<file path="config.mk">
export PLATFORM = sky130hd
export DESIGN_NAME = if_fetch_flat
export DESIGN_NICKNAME = d
export VERILOG_FILES = /design/src/rtl/if_fetch_if.sv /design/src/rtl/if_fetch.sv /design/src/flat_wrapper.sv
export SDC_FILE = /design/constraint.sdc
export NUM_CORES = 1
export LEC_CHECK = 0
export ABC_AREA = 1
export ABC_CLOCK_PERIOD_IN_PS = 4390
export BUFFER_PORTS_ARGS = -buffer_cell sky130_fd_sc_hd__buf_2
export CAP_MARGIN = 10
export CORE_AREA = 4 4 173 175
export CTS_CLUSTER_DIAMETER = 80
export DETAILED_ROUTE_END_ITERATION = 16
export DIE_AREA = 0 0 177 179
export GPL_ROUTABILITY_DRIVEN = 0
export PLACE_DENSITY = 0.63
export SYNTH_ARGS = -nofsm -noshare
export SYNTH_HDL_FRONTEND = slang
export SYNTH_SLANG_ARGS = --single-unit
</file>
<file path="constraint.sdc">
create_clock -name clk -period 4.39 [get_ports clk]
set_clock_uncertainty 0.15 [all_clocks]
set_input_delay 0.439 -clock clk [delete_from_list [all_inputs] [get_ports clk]]
set_output_delay 0.439 -clock clk [all_outputs]
set_load 0.05 [all_outputs]
</file>
<file path="src/rtl/if_fetch_if.sv">
// Memory read bus shared between the fetch stage and the memory system.
// Latency: read data is valid two cycles after the cycle in which mem_read_en pulses.
// Backpressure: none; the memory always accepts a read pulse.
interface if_fetch_if;
  logic [15:0] mem_addr;
  logic        mem_read_en;
  logic [7:0]  mem_data_in;

  modport master (
    output mem_addr,
    output mem_read_en,
    input  mem_data_in
  );

  modport slave (
    input  mem_addr,
    input  mem_read_en,
    output mem_data_in
  );
endinterface

</file>
<file path="src/rtl/if_fetch.sv">
// 6502 instruction fetch: reads opcode, operands and pointer bytes, resolves the effective address.
// Latency: N reads (1..5) at 3 cycles each; if_ready rises 3N+2 cycles after the accepted start.
// Backpressure: halt blocks a new start in IDLE; a start seen outside IDLE is ignored.
module if_fetch (
  input  logic        clk,
  input  logic        rst,
  input  logic        halt,
  input  logic        if_start,
  input  logic [15:0] pc_in,
  input  logic [7:0]  x,
  input  logic [7:0]  y,
  if_fetch_if.master  mem,
  output logic [7:0]  opcode,
  output logic [3:0]  addr_mode,
  output logic [15:0] if_addr_out,
  output logic [15:0] if_pc_next,
  output logic        if_ready
);

  typedef enum logic [2:0] {
    S_IDLE,
    S_ISSUE,
    S_WAIT,
    S_CAPTURE,
    S_RESOLVE
  } state_t;

  localparam logic [3:0] M_IMP  = 4'd0;
  localparam logic [3:0] M_IMM  = 4'd1;
  localparam logic [3:0] M_ZP   = 4'd2;
  localparam logic [3:0] M_ZPX  = 4'd3;
  localparam logic [3:0] M_ZPY  = 4'd4;
  localparam logic [3:0] M_ABS  = 4'd5;
  localparam logic [3:0] M_ABSX = 4'd6;
  localparam logic [3:0] M_ABSY = 4'd7;
  localparam logic [3:0] M_INDX = 4'd8;
  localparam logic [3:0] M_INDY = 4'd9;
  localparam logic [3:0] M_REL  = 4'd10;
  localparam logic [3:0] M_IND  = 4'd11;

  // Addressing mode from the aaabbbcc opcode layout.
  function automatic logic [3:0] decode_mode(input logic [7:0] op);
    logic [2:0] aaa;
    logic [2:0] bbb;
    logic [1:0] cc;
    logic [3:0] m;
    aaa = op[7:5];
    bbb = op[4:2];
    cc  = op[1:0];
    m   = M_IMP;
    case (cc)
      2'b01: begin
        case (bbb)
          3'd0:    m = M_INDX;
          3'd1:    m = M_ZP;
          3'd2:    m = M_IMM;
          3'd3:    m = M_ABS;
          3'd4:    m = M_INDY;
          3'd5:    m = M_ZPX;
          3'd6:    m = M_ABSY;
          default: m = M_ABSX;
        endcase
      end
      2'b10: begin
        case (bbb)
          3'd0:    m = M_IMM;
          3'd1:    m = M_ZP;
          3'd3:    m = M_ABS;
          3'd5:    m = (aaa == 3'd4 || aaa == 3'd5) ? M_ZPY : M_ZPX;
          3'd7:    m = (aaa == 3'd5) ? M_ABSY : M_ABSX;
          default: m = M_IMP;
        endcase
      end
      2'b00: begin
        case (bbb)
          3'd0: begin
            if (op == 8'h20)
              m = M_ABS;
            else if (op == 8'hA0 || op == 8'hC0 || op == 8'hE0)
              m = M_IMM;
            else
              m = M_IMP;
          end
          3'd1:    m = M_ZP;
          3'd3:    m = (op == 8'h6C) ? M_IND : M_ABS;
          3'd4:    m = M_REL;
          3'd5:    m = M_ZPX;
          3'd7:    m = M_ABSX;
          default: m = M_IMP;
        endcase
      end
      default: m = M_IMP;
    endcase
    return m;
  endfunction

  // Instruction length in bytes.
  function automatic logic [2:0] mode_len(input logic [3:0] m);
    logic [2:0] len;
    case (m)
      M_IMP:                       len = 3'd1;
      M_ABS, M_ABSX, M_ABSY, M_IND: len = 3'd3;
      default:                     len = 3'd2;
    endcase
    return len;
  endfunction

  // Total reads: instruction bytes plus two pointer bytes for indirect modes.
  function automatic logic [2:0] mode_reads(input logic [3:0] m);
    logic [2:0] n;
    n = mode_len(m);
    if (m == M_INDX || m == M_INDY || m == M_IND)
      n = n + 3'd2;
    return n;
  endfunction

  state_t      state_q, state_d;
  logic [2:0]  idx_q;
  logic [15:0] pc_q;
  logic [7:0]  b1_q, b2_q, p0_q, p1_q;

  logic [7:0]  cap_op, cap_b1, cap_b2;
  logic [3:0]  cap_mode;
  logic [2:0]  cap_len, next_idx;
  logic        cap_last;
  logic [15:0] next_addr;
  logic [7:0]  zp_ptr;
  logic [15:0] res_next, res_addr;

  // State register.
  always_ff @(posedge clk) begin
    if (rst)
      state_q <= S_IDLE;
    else
      state_q <= state_d;
  end

  // Next-state: fixed ISSUE/WAIT/CAPTURE cadence per read, RESOLVE after the last byte.
  always_comb begin
    state_d = state_q;
    case (state_q)
      S_IDLE:    if (if_start && !halt) state_d = S_ISSUE;
      S_ISSUE:   state_d = S_WAIT;
      S_WAIT:    state_d = S_CAPTURE;
      S_CAPTURE: state_d = cap_last ? S_RESOLVE : S_ISSUE;
      S_RESOLVE: state_d = S_IDLE;
      default:   state_d = S_IDLE;
    endcase
  end

  // View of the bytes including the one arriving this cycle, so the next read address
  // (which may depend on it) can be registered straight into mem_addr.
  always_comb begin
    cap_op   = (idx_q == 3'd0) ? mem.mem_data_in : opcode;
    cap_b1   = (idx_q == 3'd1) ? mem.mem_data_in : b1_q;
    cap_b2   = (idx_q == 3'd2) ? mem.mem_data_in : b2_q;
    cap_mode = decode_mode(cap_op);
    cap_len  = mode_len(cap_mode);
    next_idx = idx_q + 3'd1;
    cap_last = (next_idx == mode_reads(cap_mode));
    zp_ptr   = cap_b1 + x;
    next_addr = pc_q + {13'd0, next_idx};
    if (next_idx == cap_len) begin
      case (cap_mode)
        M_INDX:  next_addr = {8'h00, zp_ptr};
        M_INDY:  next_addr = {8'h00, cap_b1};
        M_IND:   next_addr = {cap_b2, cap_b1};
        default: next_addr = pc_q + {13'd0, next_idx};
      endcase
    end else if (next_idx == cap_len + 3'd1) begin
      // Second pointer byte stays in the same page: zero-page wrap and the JMP (ind) bug.
      case (cap_mode)
        M_INDX:  next_addr = {8'h00, zp_ptr + 8'd1};
        M_INDY:  next_addr = {8'h00, cap_b1 + 8'd1};
        M_IND:   next_addr = {cap_b2, cap_b1 + 8'd1};
        default: next_addr = pc_q + {13'd0, next_idx};
      endcase
    end
  end

  // Effective address from captured bytes and the current index registers.
  always_comb begin
    res_next = pc_q + {13'd0, mode_len(addr_mode)};
    res_addr = 16'h0000;
    case (addr_mode)
      M_IMM, M_ZP:   res_addr = {8'h00, b1_q};
      M_ZPX:         res_addr = {8'h00, b1_q + x};
      M_ZPY:         res_addr = {8'h00, b1_q + y};
      M_ABS:         res_addr = {b2_q, b1_q};
      M_ABSX:        res_addr = {b2_q, b1_q} + {8'h00, x};
      M_ABSY:        res_addr = {b2_q, b1_q} + {8'h00, y};
      M_INDX, M_IND: res_addr = {p1_q, p0_q};
      M_INDY:        res_addr = {p1_q, p0_q} + {8'h00, y};
      M_REL:         res_addr = res_next + {{8{b1_q[7]}}, b1_q};
      default:       res_addr = 16'h0000;
    endcase
  end

  // Datapath: read issue, byte capture and result registers.
  always_ff @(posedge clk) begin
    if (rst) begin
      mem.mem_addr    <= 16'h0000;
      mem.mem_read_en <= 1'b0;
      opcode          <= 8'h00;
      addr_mode       <= M_IMP;
      if_addr_out     <= 16'h0000;
      if_pc_next      <= 16'h0000;
      if_ready        <= 1'b0;
      idx_q           <= 3'd0;
      pc_q            <= 16'h0000;
      b1_q            <= 8'h00;
      b2_q            <= 8'h00;
      p0_q            <= 8'h00;
      p1_q            <= 8'h00;
    end else begin
      mem.mem_read_en <= (state_d == S_ISSUE);
      case (state_q)
        S_IDLE: begin
          if (if_start && !halt) begin
            pc_q         <= pc_in;
            mem.mem_addr <= pc_in;
            idx_q        <= 3'd0;
            if_ready     <= 1'b0;
          end
        end
        S_CAPTURE: begin
          if (idx_q == 3'd0) begin
            opcode    <= mem.mem_data_in;
            addr_mode <= cap_mode;
          end else if (idx_q == cap_len) begin
            p0_q <= mem.mem_data_in;
          end else if (idx_q == cap_len + 3'd1) begin
            p1_q <= mem.mem_data_in;
          end else if (idx_q == 3'd1) begin
            b1_q <= mem.mem_data_in;
          end else begin
            b2_q <= mem.mem_data_in;
          end
          if (!cap_last) begin
            idx_q        <= next_idx;
            mem.mem_addr <= next_addr;
          end
        end
        S_RESOLVE: begin
          if_addr_out <= res_addr;
          if_pc_next  <= res_next;
          if_ready    <= 1'b1;
        end
        default: ;
      endcase
    end
  end

endmodule

</file>
<file path="src/flat_wrapper.sv">
// flat-port wrapper written by rule: the top's interface ports become plain ports
module if_fetch_flat 
  (clk, rst, halt, if_start, pc_in, x, y, opcode, addr_mode, if_addr_out, if_pc_next, if_ready, mem_mem_addr, mem_mem_read_en, mem_mem_data_in);
  if_fetch_if mem_i ();
  input  logic clk;
  input  logic rst;
  input  logic halt;
  input  logic if_start;
  input  logic [15:0] pc_in;
  input  logic [7:0] x;
  input  logic [7:0] y;
  output logic [7:0] opcode;
  output logic [3:0] addr_mode;
  output logic [15:0] if_addr_out;
  output logic [15:0] if_pc_next;
  output logic if_ready;
  output wire logic [$bits(mem_i.mem_addr)-1:0] mem_mem_addr;
  output wire logic [$bits(mem_i.mem_read_en)-1:0] mem_mem_read_en;
  input wire logic [$bits(mem_i.mem_data_in)-1:0] mem_mem_data_in;
  assign mem_mem_addr = mem_i.mem_addr;
  assign mem_mem_read_en = mem_i.mem_read_en;
  assign mem_i.mem_data_in = mem_mem_data_in;
  if_fetch u_core (.clk(clk), .rst(rst), .halt(halt), .if_start(if_start), .pc_in(pc_in), .x(x), .y(y), .mem(mem_i), .opcode(opcode), .addr_mode(addr_mode), .if_addr_out(if_addr_out), .if_pc_next(if_pc_next), .if_ready(if_ready));
endmodule
</file>
## After elaboration in Yosys (flattened, before gate mapping)

Cells that the tools add are included.

| word-level totals | value |
|---|---|
| memories | 0 |
| logic and storage cells | 137 |
| latch bits | 0 |
| output and inout port bits | 62 |
| RAM bits | 0 |
| input port bits | 44 |
| memory bits (read-only) | 0 |
| register bits after elaboration | 116 |

| cells by class | value |
|---|---|
| bitwise logic cells | 4 |
| $add $sub $neg | 14 |
| eq/ne operators | 47 |
| multiply operators | 0 |
| div/mod/pow operators | 0 |
| multiplexer cells | 31 |
| $lt $le $gt $ge | 0 |
| reductions and logical operators | 27 |
| shift operators | 0 |

Operator list:

| kind | count |
|---|---|
| $pmux W16 S9 | 1 |
| $pmux W16 S3 | 2 |
| $mux W16 | 4 |
| $add A16 B8 Y16 | 3 |
| $pmux W16 S2 | 1 |
| $eq A4 B3 Y1 const B | 7 |
| $eq A4 B4 Y1 const B | 7 |
| $pmux W4 S7 | 1 |
| $add A8 B8 Y8 | 3 |
| $eq A8 B8 Y1 const B | 3 |
| $mux W8 | 3 |
| $pmux W4 S6 | 1 |
| $eq A3 B3 Y1 const B | 7 |
| $pmux W4 S5 | 1 |
| $mux W3 | 6 |
| $add A16 B16 Y16 | 1 |
| $add A16 B2 Y16 | 1 |
| $add A16 B3 Y16 | 1 |
| $add A8 B1 Y8 const B | 2 |
| $eq A3 B2 Y1 const B | 5 |
| $eq A3 B1 Y1 const B | 4 |
| $pmux W3 S4 | 1 |
| $pmux W4 S3 | 1 |
| $eq A3 B3 Y1 | 3 |
| 31 further kinds | 54 |

## Longest topological paths before layout

| logic depth | value |
|---|---|
| depth after elaboration | 18 |
| mapped depth | 28 |

## Worst setup path before layout

No wires, ideal clock.

| timing | value |
|---|---|
| path type | register -> register |
| start point | reg u_core.addr_mode[3] |
| end point | reg u_core.if_addr_out[14] |
| path buffers | 0 |
| stages on the path, launching flop included | 26 |
| arrival | 4066 ps |
| path slack | 103 ps |
| period minus slack after synthesis | 4287 ps |
| library setup time | 70 ps |
| path through | dfxtp_1 > inv_1 > nor2_1 > inv_1 > o221ai_1 > ha_1 > inv_1 > fa_1 > nor3_1 > nand2_1 > xor2_1 > ha_1 > nand2_1 > nor3_1 > nand3_1 > o2111ai_1 > nand2_1 > a21oi_1 > nand2_1 > inv_1 > o21ai_0 > nand3b_1 > nand3_1 > o211ai_1 > nand2_1 > a21oi_1 |

| on the way | value |
|---|---|
| word-level cells in the longest chain between the ends | 6 |
| elaborated cells on any way between the ends | 19 |

Ends and longest elaborated chain:

| element | line | source |
|---|---|---|
| start, declared | if_fetch.sv:14 | `output logic [3:0] addr_mode,` |
| start signal, assigned | if_fetch.sv:229 | `addr_mode <= cap_mode;` |
| $eq A4 B3 Y1 or $eq A4 B4 Y1 (tied branches) | if_fetch.sv:100 | `case (m)` |
| $reduce_or A4 Y1 | if_fetch.sv:100 |  |
| $pmux W2 S2 (*) | if_fetch.sv:100 |  |
| $add A16 B2 Y16 (*) | if_fetch.sv:183 | `res_next = pc_q + {13'd0, mode_len(addr_mode)};` |
| named net u_core.res_next[8] | if_fetch.sv:128 | `logic [15:0] res_next, res_addr;` |
| $add A16 B16 Y16 (*) | if_fetch.sv:194 | `M_REL: res_addr = res_next + {{8{b1_q[7]}}, b1_q};` |
| $pmux W16 S9 (*) | if_fetch.sv:185 | `case (addr_mode)` |
| end signal, assigned | if_fetch.sv:245 | `if_addr_out <= res_addr;` |
| end, declared | if_fetch.sv:15 | `output logic [15:0] if_addr_out,` |

The timed path passes the listed nets; every way through them passes the cells marked *.
A chain may end at the register's enable or synchronous reset.

## Worst setup path in the final report

| timing | value |
|---|---|
| start point | reg u_core.idx_q[2] |
| end point | reg u_core.mem.mem_addr[6] |

| on the way | value |
|---|---|
| elaborated cells on any way between the ends | 64 |

RTL lines:

| element | line | source |
|---|---|---|
| start, declared | if_fetch.sv:118 | `logic [2:0] idx_q;` |
| start signal, assigned | if_fetch.sv:240 | `idx_q <= next_idx;` |
| $eq A3 B1 Y1 (*) | if_fetch.sv:155 | `cap_b1 = (idx_q == 3'd1) ? mem.mem_data_in : b1_q;` |
| $mux W8 (*) | n/a |  |
| named net u_core.cap_b1[1] | if_fetch.sv:122 | `logic [7:0] cap_op, cap_b1, cap_b2;` |
| $add A8 B8 Y8 | if_fetch.sv:161 | `zp_ptr = cap_b1 + x;` |
| $add A8 B1 Y8 | if_fetch.sv:173 | `M_INDX: next_addr = {8'h00, zp_ptr + 8'd1};` |
| $pmux W16 S3 | if_fetch.sv:172 | `case (cap_mode)` |
| $mux W16 | if_fetch.sv:170 | `end else if (next_idx == cap_len + 3'd1) begin` |
| $mux W16 (*) | if_fetch.sv:163 | `if (next_idx == cap_len) begin` |
| $mux W16 (*) | if_fetch.sv:239 | `if (!cap_last) begin` |
| $pmux W16 S2 (*) | if_fetch.sv:217 | `case (state_q)` |
| end signal, assigned | if_fetch.sv:221 | `mem.mem_addr <= pc_in;` |
| end signal, assigned | if_fetch.sv:241 | `mem.mem_addr <= next_addr;` |
| end, declared | if_fetch_if.sv:10 | `output mem_addr,` |

The timed path passes the listed nets; every way through them passes the cells marked *. The select of a mux whose other input is x is not followed.

==> results.py <==
metrics = {
    "global_routing": {
        "grt_start_max_net_pins": 45,
        "grt_pass1_vias": 9873,
        "grt_antenna_before_repair": 0,
        "globalRouteTotalUtil": 0.213,
        "grt_first_pass_wirelength_um": 52900,
        "gr-total-overflow": 0,
    },
    "power": {
        "ir_drop_mv": 0.220,
        "power_per_cell_area_mw_per_mm2": 318,
        "p_leak_nw": 5.27,
    },
    "cts": {
        "cts_tree": "done",
        "ctsHtreeMaxLevel": 4,
        "clock_path_buffers": 2,
        "cts_made_buffers": 17,
        "clock-root-buffer": "clkbuf_16",
        "cts.sinks": 116,
        "hold_buffers": 0,
        "clock_latency_ns": 0.43,
        "clk_pin_slew_ns": 0.06,
    },
    "final_layout": {
        "syn2layout_area_growth_pct": 17.0,
        "fin_util": 0.405,
        "nFillCells": 3045,
        "stdcell_count": 2029,
        "diodes": 0,
        "multiInputGateArea_mm2": 0.00657,
        "final_nets": 1741,
        "layout.area.seq_mm2": 0.00233,
        "layout-drive-gt1-share": 0.167,
    },
    "timing": {
        "fin_crit_ns": 4.04,
        "finalCritPeriodShare": 0.921,
        "rsz0062_at_grt": "no",
        "tightest_slew_ns": 1.01,
        "setup_viol": 0,
        "relSlewSlack": 0.322,
        "hold_violations": 0,
        "tns_ns": 0,
        "finalWorstSetupSlack_ns": 0.345,
        "final_max_slew_viol_count": 0,
        "fmax_mhz": 247,
    },
    "synth": {
        "yosysTopAreaCellShare": 0.236,
        "yosysWarnings": 0,
        "synth_edf_count": 0,
        "synth-seq-cells": 116,
        "syn_nets": 1641,
        "async_flop_share": 0,
        "seq_area_frac_synth": 0.236,
        "synth.most_common_cell": "nand2_1",
        "synthTopCellsByCount": "nand2_1, inv_1, o21ai_0, nor2_1, a21oi_1",
        "synth_top_cell_by_area": "dfxtp_1",
        "synth_area_leaders": "dfxtp_1, nand2_1, o21ai_0",
        "netlist_instances": 1533,
        "avgSynthCellArea_um2": 6.42,
        "ys_types": 56,
        "syn-cell-area_mm2": 0.00985,
        "synth_ff_type": "dfxtp_1",
    },
    "worst_hold_path": {
        "min_path_cells": 3,
        "min_to": "u_core.pc_q[15]$_SDFFE_PP0P_",
        "holdCritStartpoint": "pc_in[15]",
        "hold_class": "primary input to flop",
    },
    "critical_path": {
        "slowest_delay_ns": 0.50,
        "rr_worst_depth": 17,
        "reg2reg_to": "u_core.mem.mem_addr[6]$_SDFFE_PP0P_",
        "worstPathArrival_ns": 4.19,
        "cp_cell_sequence": "inv_2, nand2_1, o21ai_0, inv_1, fa_1, o21ai_0, xor2_1, nor2_1, nand2_1, xor2_1, o22ai_1, nand3_1, nand2_1, nor2_1, nand2_1, nand2_1, a21oi_2",
        "worst_path_max_delay_cell": "o21ai_0",
        "worstSetupPathType": "flop to flop",
        "required_ns": 4.53,
        "cp_top_family": "simple AND/OR/NAND/NOR gates",
        "r2r_setup_slack_ns": 0.35,
        "worstPathMaxFanout": 16,
        "setup.worst_path.end_class": "flop",
        "cp.buffers_inverters": 2,
        "regToRegStartpoint": "u_core.idx_q[2]$_SDFFE_PP0P_",
        "crit_top_cell": "nand2_1",
        "start_kind": "flop",
    },
    "floorplan": {
        "coreArea_mm2": 0.0285,
        "start_util": 0.346,
        "die_h_um": 179,
        "rows": 62,
        "die_w_um": 177,
        "die_area_mm2": 0.0317,
        "ios": 106,
    },
    "run": {
        "cap_violations": 0,
    },
    "detailed_routing": {
        "via_per_inst": 5.23,
        "routedWlPerCell_um": 17.1,
        "drt_iter0_markers": 901,
        "vias": 10600,
        "drc": 0,
        "wirelength_um": 34700,
        "firstDrtPassIters": 6,
        "postRouteAntennaNets": 0,
    },
    "placed_design": {
        "preCtsSetupSlack_ns": 0.108,
        "dp_hpwl_um": 26700,
        "dp_cells": 1996,
        "place.port_buffers": 105,
    },
    "outcome": {
        "outcome": "finished clean",
    },
}
==> timing repair <==
action,4_1_cts,5_1_grt
setup buffers,0,2
endpoints found under the setup margin,0,9
gates resized for setup,0,24
==> report_power, final <==
| group | internal, W | total [W] | switching [W] | leakage [nW] |
|---|---|---|---|---|
| sequential | 0.00109 | 0.00113 | 0.0000358 | 0.942 |
| clock | 0.00104 | 0.00160 | 0.000568 | 0.308 |
| combinational | 0.000283 | 0.000933 | 0.000650 | 4.02 |
| total | 0.00241 | 0.00366 | 0.00125 | 5.27 |
==> stage by stage <==
step	instance area, µm²	hold slack [ns]	power [W]
after floorplan	9850	0.290	0.00184
after global placement	10800	0.303	0.00205
after detailed placement	10800	0.304	0.00206
after CTS	11400	0.127	0.00366
after global routing	11500	0.169	0.00380
final	11500	0.139	0.00366
==> per-layer routing <==
metal / vias to the layer above / routed length, µm / track usage / part of all wire
li1: 5307 / - / - / -
met1: 4856 / 15400 / 0.278 / 0.45
met2: 378 / 16100 / 0.353 / 0.46
met3: 62 / 2310 / 0.0470 / 0.067
met4: 0 / 841 / 0.0642 / 0.024
met5: - / 0 / 0 / 0
==> logic make-up (layout without fill, tap and decap cells) <==
logic type / count (synthesis) / after routing / synth area share
DFF: 116 / 116 / 0.236
AOI/OAI and AO/OA: 401 / 401 / 0.226
muxes: 6 / 6 / 0.00686
xor gates and xnor gates: 46 / 46 / 0.0409
and+or+nand+nor: 651 / 651 / 0.300
adders and majority gates: 64 / 64 / 0.0866
buffers and inverters: 249 / 361 / 0.104
==> layout make-up <==
| cell class | instances | share of cell area |
|---|---|---|
| Inverter | 194 | 0.0636 |
| Tap cell | 384 | 0.0417 |
| Clock inverter | 12 | 0.0176 |
| Clock buffer | 19 | 0.0393 |
| Multi-Input combinational cell | 1168 | 0.570 |
| Timing Repair Buffer | 136 | 0.0658 |
| Sequential cell | 116 | 0.202 |
==> flip-flops by register name, summed over array words and instances (netlist names) <==
signal / flops
u_core.p0_q: 8
u_core.mem.mem_read_en: 1
u_core.idx_q: 3
u_core.mem.mem_addr: 16
u_core.b1_q: 8
u_core.if_ready: 1
u_core.p1_q: 8
u_core.opcode: 8
u_core.addr_mode: 4
u_core.if_addr_out: 16
u_core.b2_q: 8
u_core.pc_q: 16
u_core.if_pc_next: 16
u_core.state_q: 3
==> worst register-to-register path, delay by kind of cell, from the launching register on <==
kind | cells | cell delay, ns
flip-flops | 1 | 0.38
AO/OA/AOI/OAI | 4 | 0.97
adder cells (fa/ha/maj) | 1 | 0.46
XOR/XNOR | 2 | 0.54
AND/OR/NAND/NOR | 8 | 0.97
buffers and inverters | 2 | 0.45
==> cell usage in the layout (no fill, tap or decap), types with 3 or more instances in the layout <==
cell,count
nand2_1,293
inv_1,185
o21ai_0,152
nor2_1,146
a21oi_1,145
dfxtp_1,114
nand3_1,109
buf_2,105
ha_1,56
xor2_1,39
buf_4,31
o21ai_1,26
nand2_2,20
o22ai_1,20
clkbuf_16,17
nand2_4,14
or2_2,14
a21oi_2,14
nor3_1,12
nand4_1,12
nor2_2,10
xnor2_1,7
o211ai_1,7
mux2_2,6
fa_1,6
inv_2,5
a31oi_1,5
o21bai_1,5
o221ai_1,5
bufinv_16,5
nor2_4,4
clkinvlp_4,4
nor3_2,3
nand3_4,3
nand3b_1,3
o2111ai_1,3
==> worst max-delay path by stage <==
stage                                     startpoint                                  end  slack, ns  cells past startpoint
detailed placement  u_core.addr_mode[3]$_SDFFE_PP0P_  u_core.if_addr_out[14]$_SDFFE_PP0P_       0.11                     27
global route        u_core.addr_mode[3]$_SDFFE_PP0P_  u_core.if_addr_out[15]$_SDFFE_PP0P_       0.02                     27
CTS                 u_core.addr_mode[3]$_SDFFE_PP0P_  u_core.if_addr_out[14]$_SDFFE_PP0P_       0.11                     27
floorplan           u_core.addr_mode[3]$_SDFFE_PP0P_  u_core.if_addr_out[14]$_SDFFE_PP0P_       0.10                     25
global placement    u_core.addr_mode[3]$_SDFFE_PP0P_  u_core.if_addr_out[14]$_SDFFE_PP0P_       0.18                     27
finish                  u_core.idx_q[2]$_SDFFE_PP0P_  u_core.mem.mem_addr[6]$_SDFFE_PP0P_       0.35                     17
Power figures use the tool's default switching activity.
